**config.mk**
```make
export PLATFORM = sky130hd
export DESIGN_NAME = hazard_ctrl_flat
export DESIGN_NICKNAME = d
export VERILOG_FILES = /design/src/rtl/hazard_ctrl_if.sv /design/src/rtl/hazard_ctrl.sv /design/src/flat_wrapper.sv
export SDC_FILE = /design/constraint.sdc
export NUM_CORES = 1
export LEC_CHECK = 0
export BUFFER_PORTS_ARGS = -buffer_cell sky130_fd_sc_hd__buf_2
export CAP_MARGIN = 10
export CELL_PAD_IN_SITES_DETAIL_PLACEMENT = 0
export CELL_PAD_IN_SITES_GLOBAL_PLACEMENT = 2
export CORE_UTILIZATION = 16
export CTS_CLUSTER_DIAMETER = 200
export DETAILED_ROUTE_END_ITERATION = 12
export GPL_TIMING_DRIVEN = 0
export PLACE_DENSITY_LB_ADDON = 0.1
export SKIP_LAST_GASP = 1
export SYNTH_ARGS = -nofsm -noshare
export SYNTH_HDL_FRONTEND = slang
export SYNTH_SLANG_ARGS = --single-unit
```
**constraint.sdc**
```tcl
create_clock -name clk -period 2.4 [get_ports clk]
set_clock_uncertainty 0.05 [all_clocks]
set_input_delay 0.6 -clock clk [delete_from_list [all_inputs] [get_ports clk]]
set_output_delay 0.6 -clock clk [all_outputs]
set_load 0.01 [all_outputs]
```
**src/rtl/hazard_ctrl_if.sv**
```systemverilog
// ---------------------------------------------------------------------------
// hazard_ctrl_if
//
// Purpose:
//   Bundles every signal exchanged between the pipeline datapath and the
//   hazard/sequencing controller. The datapath tells the controller what is
//   in D, E and M. The controller returns the stall/flush controls for the
//   pipe registers and the performance counters.
//
// Parameters:
//   AW     register-address width (Rs1D/Rs2D/RdE)
//   CNT_W  width of the performance counters
//
// Signals (direction given from the controller's point of view):
//   Rs1D, Rs2D   in   source registers of the instruction in D
//   RdE          in   destination register of the instruction in E
//   RegWriteE    in   instruction in E writes RdE
//   LME          in   instruction in E is a load
//   PCSrcE       in   branch resolved taken in E
//   MulStartE    in   instruction in E is a multi-cycle multiply
//   MemReqM      in   instruction in M accesses data memory
//   MemReadyM    in   data memory completes its access this cycle
//   StallF/D/E/M out  hold PC / F-D / D-E / E-M registers
//   FlushD/E     out  clear F-D / D-E registers
//   MulBusy      out  multiply sequencing in progress
//   StallCnt     out  cycles spent with StallF high
//   FlushCnt     out  taken-branch flushes
//
// Modports:
//   master  the pipeline side (drives hazard inputs, consumes controls)
//   slave   the controller side
// ---------------------------------------------------------------------------
interface hazard_ctrl_if #(
    parameter int AW    = 4,
    parameter int CNT_W = 16
);

    logic [AW-1:0]    Rs1D;
    logic [AW-1:0]    Rs2D;
    logic [AW-1:0]    RdE;
    logic             RegWriteE;
    logic             LME;
    logic             PCSrcE;
    logic             MulStartE;
    logic             MemReqM;
    logic             MemReadyM;

    logic             StallF;
    logic             StallD;
    logic             StallE;
    logic             StallM;
    logic             FlushD;
    logic             FlushE;
    logic             MulBusy;
    logic [CNT_W-1:0] StallCnt;
    logic [CNT_W-1:0] FlushCnt;

    // The pipeline produces the hazard information and obeys the controls.
    modport master (
        output Rs1D, Rs2D, RdE, RegWriteE, LME, PCSrcE, MulStartE,
               MemReqM, MemReadyM,
        input  StallF, StallD, StallE, StallM, FlushD, FlushE, MulBusy,
               StallCnt, FlushCnt
    );

    // The controller consumes the hazard information and produces the controls.
    modport slave (
        input  Rs1D, Rs2D, RdE, RegWriteE, LME, PCSrcE, MulStartE,
               MemReqM, MemReadyM,
        output StallF, StallD, StallE, StallM, FlushD, FlushE, MulBusy,
               StallCnt, FlushCnt
    );

endinterface

```
**src/rtl/hazard_ctrl.sv**
```systemverilog
// ---------------------------------------------------------------------------
// hazard_ctrl
//
// Purpose:
//   Pipeline sequencing controller for the 5-stage core. It sits beside the
//   pipe registers and decides, every cycle, which of them hold and which are
//   cleared. It handles these hazards:
//     - data-memory wait states (whole pipe holds, including E/M)
//     - multi-cycle multiply occupying E (front of pipe holds)
//     - taken branches resolved in E (wrong-path F-D and D-E are cleared)
//     - load-use dependencies (one bubble inserted into E)
//   Per-cycle priority is MEMWAIT > MUL > BRANCH > LOADUSE.
//
// Parameters:
//   AW       register-address width
//   MUL_LAT  cycles a multiply occupies E (>=1). A value of 1 disables
//            multiply sequencing entirely.
//   CNT_W    width of the performance counters
//
// Ports:
//   clk      rising-edge clock for all state
//   rst_n    synchronous active-low reset. While low, FlushD=FlushE=1 and
//            every other output is 0.
//   hz       hazard_ctrl_if.slave: hazard inputs in, stall/flush controls,
//            MulBusy and performance counters out
//
// Configuration:
//   HAZ_PERF_CNT_EN  when defined, StallCnt counts cycles with StallF=1 and
//                    FlushCnt counts taken-branch flush cycles. Both saturate
//                    at all-ones. When undefined, both outputs are tied to
//                    zero and no counter flops are built.
// ---------------------------------------------------------------------------
module hazard_ctrl #(
    parameter int AW      = 4,
    parameter int MUL_LAT = 4,
    parameter int CNT_W   = 16
) (
    input logic          clk,
    input logic          rst_n,
    hazard_ctrl_if.slave hz
);

    // The down-counter must be at least two bits wide and must be wide enough
    // to hold MUL_LAT-2, the value loaded on entry to MUL.
    localparam int MCW = (MUL_LAT > 4) ? $clog2(MUL_LAT) : 2;

    // Multiply sequencing only exists when a multiply takes more than one
    // cycle. With MUL_LAT=1 the E stage finishes the multiply like any other
    // instruction, so MulStartE is ignored.
    localparam bit MUL_EN = (MUL_LAT > 1);

    // On entry, the entry cycle is the first stall cycle. The counter then
    // covers the remaining MUL_LAT-2 stall cycles. The cycle on which it
    // reads zero is the final, non-stalled cycle of the multiply.
    localparam logic [MCW-1:0] MCNT_INIT = MCW'((MUL_LAT > 1) ? (MUL_LAT - 2) : 0);

    typedef enum logic {
        RUN = 1'b0,
        MUL = 1'b1
    } stateT;

    stateT          state;
    stateT          stateNext;
    logic [MCW-1:0] mcnt;
    logic [MCW-1:0] mcntNext;

    logic [AW-1:0]  rs1D;
    logic [AW-1:0]  rs2D;
    logic [AW-1:0]  rdE;

    logic           memWait;
    logic           loadUse;

    logic           stallF;
    logic           stallD;
    logic           stallE;
    logic           stallM;
    logic           flushD;
    logic           flushE;
    logic           mulBusy;
    logic           branchFlush;

    assign rs1D = hz.Rs1D;
    assign rs2D = hz.Rs2D;
    assign rdE  = hz.RdE;

    // A memory wait holds the entire pipe, whatever else is happening.
    assign memWait = hz.MemReqM & ~hz.MemReadyM;

    // A load in E whose result is needed by the instruction in D cannot be
    // forwarded in time. Register 0 is hardwired, so it never creates a
    // dependency.
    assign loadUse = hz.LME & hz.RegWriteE & (rdE != '0)
                   & ((rdE == rs1D) | (rdE == rs2D));

    // State register for the multiply sequencer. Reset drops any multiply in
    // progress immediately, because the pipe is being flushed anyway.
    always_ff @(posedge clk) begin
        if (!rst_n) begin
            state <= RUN;
            mcnt  <= '0;
        end else begin
            state <= stateNext;
            mcnt  <= mcntNext;
        end
    end

    // Next-state and output decode, in priority order. Each branch of the
    // if/else chain is one hazard class, so a higher-priority hazard
    // completely masks the ones below it for that cycle.
    //
    // MEMWAIT freezes the sequencer, so state and mcnt keep their values.
    // A taken branch that arrives during a memory wait is not latched. The
    // pipe is held, so PCSrcE stays asserted and is acted on in the first
    // cycle after the wait releases.
    //
    // While in MUL, the multiply owns E. Neither PCSrcE nor MulStartE can
    // refer to a different instruction, so both are ignored. In RUN, a taken
    // branch wins over a multiply start. A multiply on the wrong path must
    // never begin sequencing.
    always_comb begin
        stateNext   = state;
        mcntNext    = mcnt;
        stallF      = 1'b0;
        stallD      = 1'b0;
        stallE      = 1'b0;
        stallM      = 1'b0;
        flushD      = 1'b0;
        flushE      = 1'b0;
        mulBusy     = 1'b0;
        branchFlush = 1'b0;

        if (!rst_n) begin
            flushD = 1'b1;
            flushE = 1'b1;
        end else if (memWait) begin
            stallF  = 1'b1;
            stallD  = 1'b1;
            stallE  = 1'b1;
            stallM  = 1'b1;
            mulBusy = (state == MUL);
        end else if (state == MUL) begin
            mulBusy = 1'b1;
            if (mcnt != '0) begin
                stallF   = 1'b1;
                stallD   = 1'b1;
                stallE   = 1'b1;
                mcntNext = mcnt - 1'b1;
            end else begin
                stateNext = RUN;
            end
        end else if (hz.PCSrcE) begin
            flushD      = 1'b1;
            flushE      = 1'b1;
            branchFlush = 1'b1;
        end else if (hz.MulStartE && MUL_EN) begin
            stallF    = 1'b1;
            stallD    = 1'b1;
            stallE    = 1'b1;
            mulBusy   = 1'b1;
            stateNext = MUL;
            mcntNext  = MCNT_INIT;
        end else if (loadUse) begin
            stallF = 1'b1;
            stallD = 1'b1;
            flushE = 1'b1;
        end
    end

    assign hz.StallF  = stallF;
    assign hz.StallD  = stallD;
    assign hz.StallE  = stallE;
    assign hz.StallM  = stallM;
    assign hz.FlushD  = flushD;
    assign hz.FlushE  = flushE;
    assign hz.MulBusy = mulBusy;

`ifdef HAZ_PERF_CNT_EN
    logic [CNT_W-1:0] stallCntQ;
    logic [CNT_W-1:0] flushCntQ;

    // Performance counters. Each one sticks at all-ones rather than wrapping,
    // so a long run still reads as "at least this many" and never as a small
    // misleading number.
    always_ff @(posedge clk) begin
        if (!rst_n) begin
            stallCntQ <= '0;
            flushCntQ <= '0;
        end else begin
            if (stallF && !(&stallCntQ)) begin
                stallCntQ <= stallCntQ + 1'b1;
            end
            if (branchFlush && !(&flushCntQ)) begin
                flushCntQ <= flushCntQ + 1'b1;
            end
        end
    end

    // While reset is asserted, the counters read zero even before the first
    // reset edge has cleared the flops.
    assign hz.StallCnt = rst_n ? stallCntQ : '0;
    assign hz.FlushCnt = rst_n ? flushCntQ : '0;
`else
    assign hz.StallCnt = {CNT_W{1'b0}};
    assign hz.FlushCnt = {CNT_W{1'b0}};
`endif

endmodule

```
**src/flat_wrapper.sv**
```systemverilog
// flat-port wrapper written by rule: the top's interface ports become plain ports
module hazard_ctrl_flat 
#(
    parameter int AW      = 4,
    parameter int MUL_LAT = 4,
    parameter int CNT_W   = 16
)
  (clk, rst_n, hz_Rs1D, hz_Rs2D, hz_RdE, hz_RegWriteE, hz_LME, hz_PCSrcE, hz_MulStartE, hz_MemReqM, hz_MemReadyM, hz_StallF, hz_StallD, hz_StallE, hz_StallM, hz_FlushD, hz_FlushE, hz_MulBusy, hz_StallCnt, hz_FlushCnt);
  hazard_ctrl_if #(.AW(AW), .CNT_W(CNT_W)) hz_i ();
  input logic clk;
  input logic rst_n;
  input wire logic [$bits(hz_i.Rs1D)-1:0] hz_Rs1D;
  input wire logic [$bits(hz_i.Rs2D)-1:0] hz_Rs2D;
  input wire logic [$bits(hz_i.RdE)-1:0] hz_RdE;
  input wire logic [$bits(hz_i.RegWriteE)-1:0] hz_RegWriteE;
  input wire logic [$bits(hz_i.LME)-1:0] hz_LME;
  input wire logic [$bits(hz_i.PCSrcE)-1:0] hz_PCSrcE;
  input wire logic [$bits(hz_i.MulStartE)-1:0] hz_MulStartE;
  input wire logic [$bits(hz_i.MemReqM)-1:0] hz_MemReqM;
  input wire logic [$bits(hz_i.MemReadyM)-1:0] hz_MemReadyM;
  output wire logic [$bits(hz_i.StallF)-1:0] hz_StallF;
  output wire logic [$bits(hz_i.StallD)-1:0] hz_StallD;
  output wire logic [$bits(hz_i.StallE)-1:0] hz_StallE;
  output wire logic [$bits(hz_i.StallM)-1:0] hz_StallM;
  output wire logic [$bits(hz_i.FlushD)-1:0] hz_FlushD;
  output wire logic [$bits(hz_i.FlushE)-1:0] hz_FlushE;
  output wire logic [$bits(hz_i.MulBusy)-1:0] hz_MulBusy;
  output wire logic [$bits(hz_i.StallCnt)-1:0] hz_StallCnt;
  output wire logic [$bits(hz_i.FlushCnt)-1:0] hz_FlushCnt;
  assign hz_i.Rs1D = hz_Rs1D;
  assign hz_i.Rs2D = hz_Rs2D;
  assign hz_i.RdE = hz_RdE;
  assign hz_i.RegWriteE = hz_RegWriteE;
  assign hz_i.LME = hz_LME;
  assign hz_i.PCSrcE = hz_PCSrcE;
  assign hz_i.MulStartE = hz_MulStartE;
  assign hz_i.MemReqM = hz_MemReqM;
  assign hz_i.MemReadyM = hz_MemReadyM;
  assign hz_StallF = hz_i.StallF;
  assign hz_StallD = hz_i.StallD;
  assign hz_StallE = hz_i.StallE;
  assign hz_StallM = hz_i.StallM;
  assign hz_FlushD = hz_i.FlushD;
  assign hz_FlushE = hz_i.FlushE;
  assign hz_MulBusy = hz_i.MulBusy;
  assign hz_StallCnt = hz_i.StallCnt;
  assign hz_FlushCnt = hz_i.FlushCnt;
  hazard_ctrl #(.AW(AW), .MUL_LAT(MUL_LAT), .CNT_W(CNT_W)) u_core (.clk(clk), .rst_n(rst_n), .hz(hz_i));
endmodule
```
==> flow_summary.ini <==
[run_status]
status = finished, final reports clean

[worst_setup_path]
cp.arrival_ns = 1.69
worstPathRequired_ns = 1.75
cp_slowest_stage_delay_ns = 0.52
critical_path_class = input pin to output pin
cp_slowest_cell = or4b_4
start_kind = input pin
crit_fanout = 3
crit_chain = buf_4 > or4_4 > nand3_4 > or4b_4 > o21ai_4 > buf_6
end_kind = output pin

[layout]
fin_util = 0.2853
num-nets-final = 161
diodes = 0
fillCellCount = 403
syn2layout_area_growth_pct = 65.74
drive_gt1_frac = 0.4748

[sta]
setup_ws_ns = 0.05973
drv_slew = 0
finalSetupViolCount = 0
fmax_mhz = 427.3
finalSetupTns_ns = 0
finalCritPeriodShare = 0.9751
holdWs_ns = 0.4340
hold_viol = 0
rsz0062_at_grt = false
period_needed_ns = 2.340

[logic_synthesis]
synth_cells = 79
yosys.area.top_type_share = 0.4213
yosys-mux-area-fraction = 0.01702
synth-compound-area-share = 0.1085
synth_seq_cells = 3
synthAdderAreaFrac = 0.02128
synth_xor_area_frac = 0.1191
synth_top_family_by_area = buffers and inverters
postSynthAreaPerCell_um2 = 7.444
synth_area_um2 = 588.1
synthFlopType = dfxtp_1
synthTopCellsByArea = buf_4 (42%), dfxtp_1 (10%), xnor2_1 (6.0%), xor2_1 (6.0%), o21ai_0 (3.4%)
ys_seq_area_frac = 0.1021
synth_simple_gate_area_frac = 0.1787
synth-edff-count = 0
yosys.area.top_type = buf_4
yosysWarnings = 0
ys_types = 25
async_flop_share = 0

[placement]
place.gp.congestion = 0.7004
port_buffers = 26
hpwl_um = 1183
pre_cts_slack_ns = -0.1217

[floorplan]
dieArea_um2 = 3922
initial_core_util = 0.1722
die_w_um = 62.63
core_area_um2 = 3416
rows = 21
die_y_um = 62.63
ios = 59

[power]
p_per_area_nw_per_um2 = 304.2
peakVddDrop_mv = 0.07462
cellLeakagePower_uw = 0.0005412

[hold_path]
hold_path.class = flip-flop to flip-flop

[route]
finalWirelength_um = 1324
drt-initial-drc-count = 9
ant_nets = 0
post_drt_wl_per_cell_um = 7.157
drt_pass1_iterations = 3
routed_via_density = 3.162
drc = 0
vias = 585

[clocking]
clk_latency_ns = 0.24
cts-root-buf = clkbuf_4
h-tree-depth = 1
cts_setup_buffers = 0
path_clk_slew_ns = 0.04
clock_path_buffers = 2
clock_sinks = 3
numCtsBuffers = 3
cts_tree = done
hold_buffers = 0

[global_routing]
grt_overflow = 0
grt_first_pass_wirelength_um = 2132
grt_max_degree = 9
grt_use_total = 0.06881
antenna_found_initial = 0
grt_pass1_vias = 527

[flow_run]
drv_cap = 0
cells in the mapped netlist, types with 2 or more instances:
| master | n |
|---|---|
| a21oi_1 | 3 |
| buf_4 | 33 |
| xor2_1 | 4 |
| o21ai_0 | 4 |
| dfxtp_1 | 3 |
| nand3_1 | 2 |
| or4_1 | 2 |
| xnor2_1 | 4 |
| nand2b_1 | 3 |
| inv_1 | 4 |
| and2_1 | 3 |
layout make-up:
type	count	area, µm²	area share
Timing Repair Buffer	26	160.2	0.1643
Multi-Input combinational cell	70	415.4	0.4262
Sequential cell	3	60.06	0.06162
Buffer	32	240.2	0.2465
Tap cell	46	57.56	0.05905
Inverter	4	15.01	0.01540
Clock buffer	4	26.28	0.02696
cell usage in the layout (no fill, tap or decap):
| master | Yosys | routed |
|---|---|---|
| or4_4 | 0 | 1 |
| nand3_4 | 0 | 1 |
| ha_1 | 1 | 1 |
| inv_1 | 4 | 4 |
| conb_1 | 1 | 32 |
| a21boi_0 | 1 | 1 |
| o21bai_1 | 1 | 1 |
| o21ai_4 | 0 | 1 |
| mux2i_1 | 1 | 1 |
| xor2_1 | 4 | 4 |
| nor2_1 | 1 | 1 |
| buf_4 | 33 | 34 |
| nand2b_1 | 3 | 3 |
| nor2b_2 | 0 | 1 |
| a41oi_1 | 1 | 1 |
| nand3_1 | 2 | 1 |
| buf_2 | 0 | 20 |
| nor4_1 | 1 | 1 |
| and2_1 | 3 | 3 |
| o21ai_0 | 4 | 3 |
| or4_1 | 2 | 1 |
| nand2_1 | 1 | 1 |
| nor3_1 | 1 | 1 |
| o21ai_1 | 1 | 1 |
| nand3b_1 | 1 | 1 |
| xnor2_1 | 4 | 4 |
| dfxtp_1 | 3 | 3 |
| a21oi_1 | 3 | 3 |
| or4b_4 | 0 | 1 |
| buf_6 | 0 | 4 |
| clkbuf_4 | 0 | 3 |
| clkbuf_1 | 0 | 1 |
metrics by stage:
stage | cell area, µm² | total power (µW) | instances
2_1_floorplan | 704.4 | 156.8 | 110
3_3_place_gp | 892.1 | 192.9 | 182
3_5_place_dp | 892.1 | 192.9 | 182
4_1_cts | 918.4 | 289.5 | 185
5_1_grt | 974.7 | 322.2 | 185
6_report | 974.7 | 296.5 | 185
state kept, by name (all words and copies together) (netlist names):
signal	count
u_core.mcnt	2
u_core.state	1
routing by layer:
metal  up-vias  GRT usage  part of all wire
met4         0    0.01744            0.0060
met1       236    0.07424              0.39
met5         -          0                 0
li1        313          -                 -
met2        34     0.1141              0.45
met3         2    0.04015              0.15
kinds of logic (layout without fill, tap and decap cells):
kind of cell               after synthesis  after routing
muxes                                    1              1
DFF                                      3              3
buffers and inverters                   37             66
adders and majority gates                1              1
other                                    1             32
xor gates and xnor gates                 8              8
and+or+nand+nor                         17             17
AOI/OAI and AO/OA                       11             11
power breakdown:
group,leakage (µW),internal (µW),switching [µW]
Clock,0.0000150,62.6,29.9
Combinational,0.000502,79.0,69.2
Sequential,0.0000246,53.1,2.77
Total,0.000541,195,102
repair_timing:
action,CTS,global route
endpoints found under the setup margin,2,4
gates resized for setup,2,14
pin swaps,2,4
cloned,0,0
path summary, 6_finish.rpt:
kind | startpoint | endpoint | cells past startpoint | slack (ns)
setup reg to reg | u_core.mcnt[0]$_SDFFE_PN0P_ | u_core.state$_SDFFE_PN0N_ | 5 | 1.14
setup / recovery | hz_RdE[0] | hz_StallD | 6 | 0.06
hold reg to reg | u_core.mcnt[1]$_SDFFE_PN0P_ | u_core.mcnt[1]$_SDFFE_PN0P_ | 2 | 0.43
hold / removal | u_core.mcnt[1]$_SDFFE_PN0P_ | u_core.mcnt[1]$_SDFFE_PN0P_ | 2 | 0.43
critical path: cells and delay by family:
| kind | cells | cell delay, ns |
|---|---|---|
| buf+inv | 2 | 0.22 |
| simple gates | 3 | 0.70 |
| compound gates | 1 | 0.16 |
Power figures use the tool's default switching activity.
